### src/rtl/input_debouncer.sv
// Synchronizes and debounces one asynchronous input, presenting a clean level
// plus single-cycle rise/fall pulses to the capture registers downstream.
module input_debouncer #(
   parameter int   SYNC_STAGES     = 2,
   parameter int   CNT_WIDTH       = 16,
   parameter int   DEBOUNCE_CYCLES = 1000,
   parameter logic RESET_LEVEL     = 1'b0
) (
   input  logic clk,
   input  logic rst,
   input  logic din_async,
   input  logic en,
   output logic dout,
   output logic rise,
   output logic fall,
   output logic busy
);

   // Handshake-free block: din_async is sampled every edge; en is a plain
   // synchronous qualifier sampled on the same edge as the synchronized input.

   typedef enum logic {
      ST_STABLE = 1'b0,
      ST_COUNT  = 1'b1
   } state_t;

   localparam logic [CNT_WIDTH-1:0] DB_LIMIT = CNT_WIDTH'(DEBOUNCE_CYCLES);
   localparam logic [CNT_WIDTH-1:0] CNT_ONE  = CNT_WIDTH'(1);

   logic [SYNC_STAGES-1:0] sync_q;
   logic [SYNC_STAGES-1:0] sync_d;
   logic                   s;

   state_t                 state_q;
   state_t                 state_d;
   logic [CNT_WIDTH-1:0]   cnt_q;
   logic [CNT_WIDTH-1:0]   cnt_d;
   logic                   dout_q;
   logic                   dout_d;
   logic                   rise_q;
   logic                   rise_d;
   logic                   fall_q;
   logic                   fall_d;

   // Synchronizer shift chain; runs independently of en.
   always_comb begin
      sync_d = {sync_q[SYNC_STAGES-2:0], din_async};
   end

   assign s = sync_q[SYNC_STAGES-1];

   always_ff @(posedge clk or posedge rst) begin
      if (rst) begin
         sync_q <= {SYNC_STAGES{RESET_LEVEL}};
      end else begin
         sync_q <= sync_d;
      end
   end

   always_ff @(posedge clk or posedge rst) begin
      if (rst) begin
         state_q <= ST_STABLE;
         cnt_q   <= '0;
         dout_q  <= RESET_LEVEL;
         rise_q  <= 1'b0;
         fall_q  <= 1'b0;
      end else begin
         state_q <= state_d;
         cnt_q   <= cnt_d;
         dout_q  <= dout_d;
         rise_q  <= rise_d;
         fall_q  <= fall_d;
      end
   end

   // cnt counts the edges at which the candidate value has disagreed with dout.
   always_comb begin
      state_d = state_q;
      cnt_d   = cnt_q;
      dout_d  = dout_q;
      rise_d  = 1'b0;
      fall_d  = 1'b0;
      unique case (state_q)
         ST_STABLE: begin
            if (en && (s != dout_q)) begin
               state_d = ST_COUNT;
               cnt_d   = CNT_ONE;
            end else begin
               cnt_d   = '0;
            end
         end
         ST_COUNT: begin
            if (!en || (s == dout_q)) begin
               state_d = ST_STABLE;
               cnt_d   = '0;
            end else if (cnt_q == DB_LIMIT) begin
               state_d = ST_STABLE;
               cnt_d   = '0;
               dout_d  = s;
               rise_d  = s;
               fall_d  = ~s;
            end else begin
               cnt_d   = cnt_q + CNT_ONE;
            end
         end
         default: begin
            state_d = ST_STABLE;
            cnt_d   = '0;
         end
      endcase
   end

   assign dout = dout_q;
   assign rise = rise_q;
   assign fall = fall_q;
   assign busy = (state_q == ST_COUNT);

   a_pulse_exclusive: assert property (@(posedge clk) disable iff (rst)
      !(rise_q && fall_q));

   a_cnt_bounded: assert property (@(posedge clk) disable iff (rst)
      cnt_q <= DB_LIMIT);

endmodule

### config.mk
export PLATFORM = sky130hd
export DESIGN_NAME = input_debouncer
export DESIGN_NICKNAME = d
export VERILOG_FILES = /design/src/rtl/input_debouncer.sv
export SDC_FILE = /design/constraint.sdc
export NUM_CORES = 1
export LEC_CHECK = 0
export CAP_MARGIN = 5
export CORE_ASPECT_RATIO = 1.5
export CORE_MARGIN = 10
export CORE_UTILIZATION = 43
export DETAILED_ROUTE_END_ITERATION = 12
export DONT_BUFFER_PORTS = 1
export GPL_ROUTABILITY_DRIVEN = 0
export PLACE_DENSITY = 0.65
export SYNTH_ARGS = -nofsm -noshare
export SYNTH_HDL_FRONTEND = slang
export SYNTH_SLANG_ARGS = --single-unit
export TNS_END_PERCENT = 10
### constraint.sdc
create_clock -name clk -period 1.8 [get_ports clk]
set_input_delay 0.09 -clock clk [delete_from_list [all_inputs] [get_ports clk]]
set_output_delay 0.09 -clock clk [all_outputs]
set_load 0.02 [all_outputs]
==> results of run 1 <==
-- power by group through the flow --
stage                     sequential, mW  combinational, mW  clock, mW
after floorplan                    0.516             0.0200          0
final                              0.509             0.0308      0.268
after global routing               0.510             0.0351      0.304
after detailed placement           0.519             0.0263          0
after global placement             0.518             0.0256          0
after CTS                          0.509             0.0318      0.276
-- cell families (layout without fill, tap and decap cells) --
kind of cell,after synthesis,after routing,synth area share
xor gates and xnor gates,13,13,0.109
buffers and inverters,10,14,0.0528
DFF,22,22,0.528
and+or+nand+nor,45,45,0.241
muxes,1,1,0.0108
adders and majority gates,2,2,0.0240
AOI/OAI and AO/OA,6,6,0.0336
-- path summary, 6_finish.rpt --
path                        endpoint  slack, ns  cells after the start
max                             dout       0.11                      6
min                        sync_q[0]       0.33                      1
max reg2reg                     dout       0.11                      6
min reg2reg                sync_q[1]       0.38                      0
max in group asynchronous   cnt_q[7]       0.91                      2
min in group asynchronous   cnt_q[0]       0.38                      2
-- cell usage in the layout, fill, tap and decap left out, drive strengths merged --
cell type / netlist / final
dfrtp: 22 / 22
nor2: 14 / 14
xor2: 12 / 12
nand3: 6 / 6
nand4: 6 / 6
nand2: 5 / 5
inv: 4 / 4
clkbuf: 1 / 4
o21ai: 3 / 3
and2: 3 / 3
dlygate4sd3: 0 / 3
buf: 5 / 3
and4: 2 / 2
nor3: 2 / 2
or3: 2 / 2
ha: 2 / 2
and3: 2 / 2
a21oi: 2 / 2
nor4b: 1 / 1
nor4bb: 1 / 1
mux2: 1 / 1
nand2b: 1 / 1
xnor2: 1 / 1
o22ai: 1 / 1
-- worst register-to-register path, delay by kind of cell, from the launching register on --
| kind | cells | cell delay (ns) |
|---|---|---|
| buffers and inverters | 1 | 0.07 |
| multiplexers | 1 | 0.35 |
| flip-flops | 1 | 0.43 |
| AND/OR/NAND/NOR | 3 | 0.61 |
| adder cells (fa/ha/maj) | 1 | 0.13 |
-- through the flow --
stage / hold WS (ns) / total power [mW] / utilization
floorplan: 0.0792 / 0.536 / -
global placement: 0.122 / 0.544 / 0.461
detailed placement: 0.122 / 0.545 / 0.461
CTS: 0.326 / 0.817 / 0.490
global route: 0.326 / 0.849 / 0.490
finish: 0.332 / 0.808 / 0.490
-- state kept, by name (all words and copies together), names as in the netlist --
signal and cells:
cnt_q 16, sync_q 2, busy 1, dout 1, fall 1, rise 1
-- routing by layer --
layer | GRT usage | share of wire
met3 | 0.0299 | 0.058
met2 | 0.136 | 0.48
met4 | 0.0541 | 0.027
met1 | 0.0887 | 0.43
met5 | 0 | 0
-- cell type report --
type                       count  area, sq um
inverter                       4         15.0
tap                           23         28.8
multi-input combinational     67          437
timing repair buffer           6         52.6
sequential                    22          551
fill                         212         1170
clock buffer                   4         36.3
-- synth_stat cells --
library cell / number / share of area
a21oi_1: 1 / 0.0048
a21oi_2: 1 / 0.0084
and2_1: 3 / 0.018
and3_1: 1 / 0.0060
and3_2: 1 / 0.0072
and4_1: 2 / 0.017
buf_2: 2 / 0.0096
buf_4: 2 / 0.014
buf_6: 1 / 0.011
clkbuf_1: 1 / 0.0036
dfrtp_1: 22 / 0.53
ha_1: 2 / 0.024
inv_1: 4 / 0.014
mux2_2: 1 / 0.011
nand2_1: 5 / 0.018
nand2b_1: 1 / 0.0060
nand3_1: 6 / 0.029
nand4_1: 5 / 0.030
nand4_4: 1 / 0.020
nor2_1: 14 / 0.050
nor3_1: 2 / 0.0096
nor4b_1: 1 / 0.0084
nor4bb_1: 1 / 0.0096
o21ai_0: 3 / 0.014
o22ai_1: 1 / 0.0060
or3_1: 2 / 0.012
xnor2_1: 1 / 0.0084
xor2_1: 12 / 0.10
-- what timing repair did --
action	4_1_cts	5_1_grt
hold endpoints to repair	26	0
gates resized for setup	0	0
hold buffers	3	0
==> qor.yml, run 1 <==
place_hpwl_um: 1310
fin_crit_ns: 1.69
h-tree-depth: 1
hold_path.startpoint: "din_async"
setup_violations: 0
finalSetupTns_ns: 0
clockRootBuffer: "clkbuf_4"
ys_warn_count: 0
wl_per_cell_um: 14.6
grt_pass1_vias: 706
critPathLaunch: "cnt_q[0]"
clockBufferDepth: 2
report.final.slew_viol_count: 0
start_kind: "flip-flop"
rows: 21
fin_cells: 126
totalWireLength_um: 1840
crit_buf_inv: 1
clk_pin_slew_ns: 0.12
fin_skew_ns: 0.00555
drive_gt1_frac: 0.107
grt_usage: 0.0843
post-place-ws_ns: 0.100
synth_area_sq_mm: 0.00104
power_frac_comb: 0.038
cts_tree: "yes"
p_sw_frac: 0.214
min_period_over_period: 0.940
netlist_instances: 99
die_area_sq_mm: 0.00483
viasPerCell: 5.55
clock-sinks: 22
worstPathCellList: "inv_1 -> ha_1 -> nor4bb_1 -> nand4_1 -> nor2_1 -> mux2_2"
grt_max_degree: 23
yosysSeqAreaShare: 0.528
cts_made_buffers: 3
critPathMaxStageDelay_ns: 0.43
io-pin-count: 8
finalHoldViolations: 0
cp.arrival_ns: 1.90
irDropWorstVdd_uv: 489
p_int_uw: 635
fmax_ghz: 0.591
max_slew_margin: 0.442
crit_fanout: 4
cpMaxStageDelayCell: "dfrtp_1"
fin_nets: 110
rsz0062_at_grt: "false"
antenna_left: 0
die_x_um: 60.2
required_ns: 2.01
first_iter_violations: 17
crit_path_end_kind: "flip-flop"
stdcell_area_sq_mm: 0.00112
crit-reg2reg-launch: "cnt_q[0]"
grt_pass1_wl_um: 3110
dp.cells: 119
io_buffer_count: 0
p_clk_frac: 0.332
cts_setup_buffers: 0
clock_latency_ns: 0.31
p_leak_nw: 0.495
die_h_um: 80.3
setup_ws_ns: 0.109
tightestPinTransition_ns: 0.837
p_seq_frac: 0.630
worst-setup-path-type: "reg2reg"
drc: 0
via_count: 699
ys_types: 28
power_switching_uw: 173
status: "finished clean"
antenna_found_initial: 0
synth.net_count: 105
syn2layout_area_growth_pct: 7.44
hold_path.class: "in2reg"
placed_area_sq_mm: 0.00105
start_util: 0.456
syn_avg_cell_area_sq_um: 10.5
path_delay_family: "simple AND/OR/NAND/NOR gates"
core_area_sq_mm: 0.00229
synth-seq-cells: 22
drtPass1Iterations: 4
cap_violations: 0
grt.overflow.total: 0
cellPowerDensity_mw_per_mm2: 721
antenna_cells: 0
Note: power is estimated with default switching activity, not from simulation.
==> run 2: changes to the inputs <==
ABC_AREA = 1   (was default)
==> qor.yml, run 2 <==
holdWs_ns: 0.112  # was 0.332 ns
irDropWorstVdd_uv: 489  # about the same
finalSetupTns_ns: 0  # unchanged
drc: 0  # unchanged
synth_edf_count: 0  # unchanged
ys_types: 22  # was 28
cap_violations: 0  # unchanged
crit_fanout: 11  # was 4
syn_avg_cell_area_sq_um: 7.56  # was 10.5 sq um
max_slew_margin: 0.470  # was 0.442
cts_made_buffers: 3  # unchanged
yosysSeqAreaShare: 0.441  # was 0.528
cellPowerDensity_mw_per_mm2: 666  # was 721 mW/mm^2
biggestRegsByFlops: "cnt_q (16), sync_q (2)"  # unchanged
tightestPinTransition_ns: 0.794  # was 0.837 ns
die_area_sq_mm: 0.00550  # was 0.00483 sq mm
worst-setup-path-type: "reg2reg"  # unchanged
yosysTopAreaCell: "dfrtp_1"  # unchanged
drive_gt1_frac: 0.153  # was 0.107
clk_pin_slew_ns: 0.08  # was 0.12 ns
largest_reg_flops: 16  # unchanged
finalHoldViolations: 0  # unchanged
cts_tree: "yes"  # unchanged
critPathMaxStageDelay_ns: 0.41  # was 0.43 ns
p_leak_nw: 0.620  # was 0.495 nW
ys_warn_count: 0  # unchanged
min_period_over_period: 0.876  # was 0.940
syn2layout_area_growth_pct: 8.83  # was 7.44%
die_x_um: 64.0  # was 60.2 um
start_util: 0.456  # about the same
fin_skew_ns: 0.00251  # was 0.00555 ns
rows: 23  # was 21
clockBufferDepth: 2  # unchanged
postCtsHoldBufs: 2  # was 3
drtPass1Iterations: 4  # unchanged
synth_area_sq_mm: 0.00125  # was 0.00104 sq mm
yosysMostFrequentCell: "nand2_1"  # was dfrtp_1
report.final.slew_viol_count: 0  # unchanged
status: "finished clean"  # unchanged
netlist_instances: 165  # was 99
totalWireLength_um: 2470  # was 1840 um
clock-sinks: 22  # unchanged
path_delay_family: "simple AND/OR/NAND/NOR gates"  # unchanged
worstPathCellList: "inv_1 -> ha_1 -> inv_1 -> nor2_1 -> nand2_1 -> nor2_2 -> nand2_2 -> nand2_2 -> o21ai_0"  # was inv_1 -> ha_1 -> nor4bb_1 -> nand4_1 -> nor2_1 -> mux2_2
fmax_ghz: 0.634  # was 0.591 GHz
grt_usage: 0.101  # was 0.0843
die_h_um: 86.0  # was 80.3 um
clockRootBuffer: "clkbuf_8"  # was clkbuf_4
layout_common_cells: "34 x nand2_1, 30 x nor2_1, 24 x inv_1"  # was 22 x dfrtp_1, 14 x nor2_1, 12 x xor2_1
clock_latency_ns: 0.27  # was 0.31 ns
via_count: 1018  # was 699
antenna_cells: 0  # unchanged
grt.overflow.total: 0  # unchanged
regMostFlops: "cnt_q"  # unchanged
core_area_sq_mm: 0.00273  # was 0.00229 sq mm
synth_flop_cell: "dfrtp_1"  # unchanged
cpMaxStageDelayCell: "dfrtp_1"  # unchanged
grt_max_degree: 23  # unchanged
crit_path_end_kind: "flip-flop"  # unchanged
io-pin-count: 8  # unchanged
grt_pass1_wl_um: 4510  # was 3110 um
rsz0062_at_grt: "false"  # unchanged
cp.arrival_ns: 1.72  # was 1.90 ns
synth-seq-cells: 22  # unchanged
required_ns: 1.94  # was 2.01 ns
crit_buf_inv: 2  # was 1
grt_pass1_vias: 1006  # was 706
fin_nets: 177  # was 110
place_hpwl_um: 1900  # was 1310 um
synth_top_area_frac: 0.441  # was 0.528
wl_per_cell_um: 11.9  # was 14.6 um
start_kind: "flip-flop"  # unchanged
antenna_left: 0  # unchanged
synthTopCellsByCount: "34 x nand2_1, 30 x nor2_1, 24 x inv_1, 22 x dfrtp_1, 14 x nand3_1"  # was 22 x dfrtp_1, 14 x nor2_1, 12 x xor2_1, 6 x nand3_1
cts_setup_buffers: 0  # unchanged
final_common_cell: "nand2_1"  # was dfrtp_1
first_iter_violations: 44  # was 17
viasPerCell: 4.92  # was 5.55
async_reset_ff_frac: 1.00  # unchanged
ys_top_cells_by_area: "dfrtp_1 44%, nand2_1 10%, nor2_1 9.0%, inv_1 7.2%, nand3_1 5.6%"  # was dfrtp_1 53%, xor2_1 10%, nor2_1 5.0%, nand4_1 3.0%, nand3_1 2.9%
cts_resized: 0  # unchanged
fin_crit_ns: 1.58  # was 1.69 ns
setup_violations: 0  # unchanged
hold_path.class: "in2reg"  # unchanged
io_buffer_count: 0  # unchanged
antenna_found_initial: 0  # unchanged
synth.net_count: 171  # was 105
h-tree-depth: 1  # unchanged
==> run 2: cells by family (layout without fill, tap and decap cells) <==
logic type                 count (synthesis)  count (layout)  synth area share
xor gates and xnor gates                   3               3            0.0211
AOI/OAI and AO/OA                          7               7            0.0321
adders and majority gates                  2               2            0.0201
DFF                                       22              22             0.441
and+or+nand+nor                          104             104             0.397
buffers and inverters                     27              32            0.0883
==> run 2: final timing paths <==
check | from | endpoint | slack, ns | depth (start not counted)
max | cnt_q[0] | cnt_q[0] | 0.22 | 9
min | en | busy | 0.11 | 4
max reg2reg | cnt_q[0] | cnt_q[0] | 0.22 | 9
min reg2reg | sync_q[0] | sync_q[1] | 0.36 | 0
max in group asynchronous | rst | cnt_q[14] | 0.90 | 2
min in group asynchronous | rst | sync_q[0] | 0.41 | 2
==> run 2: layout make-up <==
type	instances	area (sq um)
fillers	270	1380
clock buffers	4	55.1
inverters	26	98.8
repair buffers	2	20.0
flip-flops and latches	22	551
well taps	37	46.3
multi-input cells	116	587
==> run 2: per-layer routing <==
metal / vias up / track usage / share of wire
met2: 21 / 0.174 / 0.53
met4: 0 / 0.0619 / 0.024
met3: 5 / 0.0195 / 0.040
met5: - / 0 / 0
met1: 472 / 0.109 / 0.41
li1: 520 / - / -
==> run 2: report_power, final <==
part	switching [mW]	internal, mW
registers	0.00898	0.500
logic	0.0266	0.0111
clock network	0.162	0.195
==> run 2: per-stage QoR <==
stage	util	instances	setup slack [ns]	power, mW	area (sq um)
global placement	0.469	201	0.297	0.553	1280
floorplan	-	165	0.440	0.548	1250
CTS	0.497	207	0.208	0.916	1360
global route	0.497	207	0.00688	0.939	1360
finish	0.497	207	0.223	0.904	1360
detailed placement	0.469	201	0.237	0.554	1280
==> run 2: worst min-delay path: stages <==
cell and delay, ns:
nand2_1 0.09, nor2_4 0.06, inv_1 0.06, o21ai_2 0.05
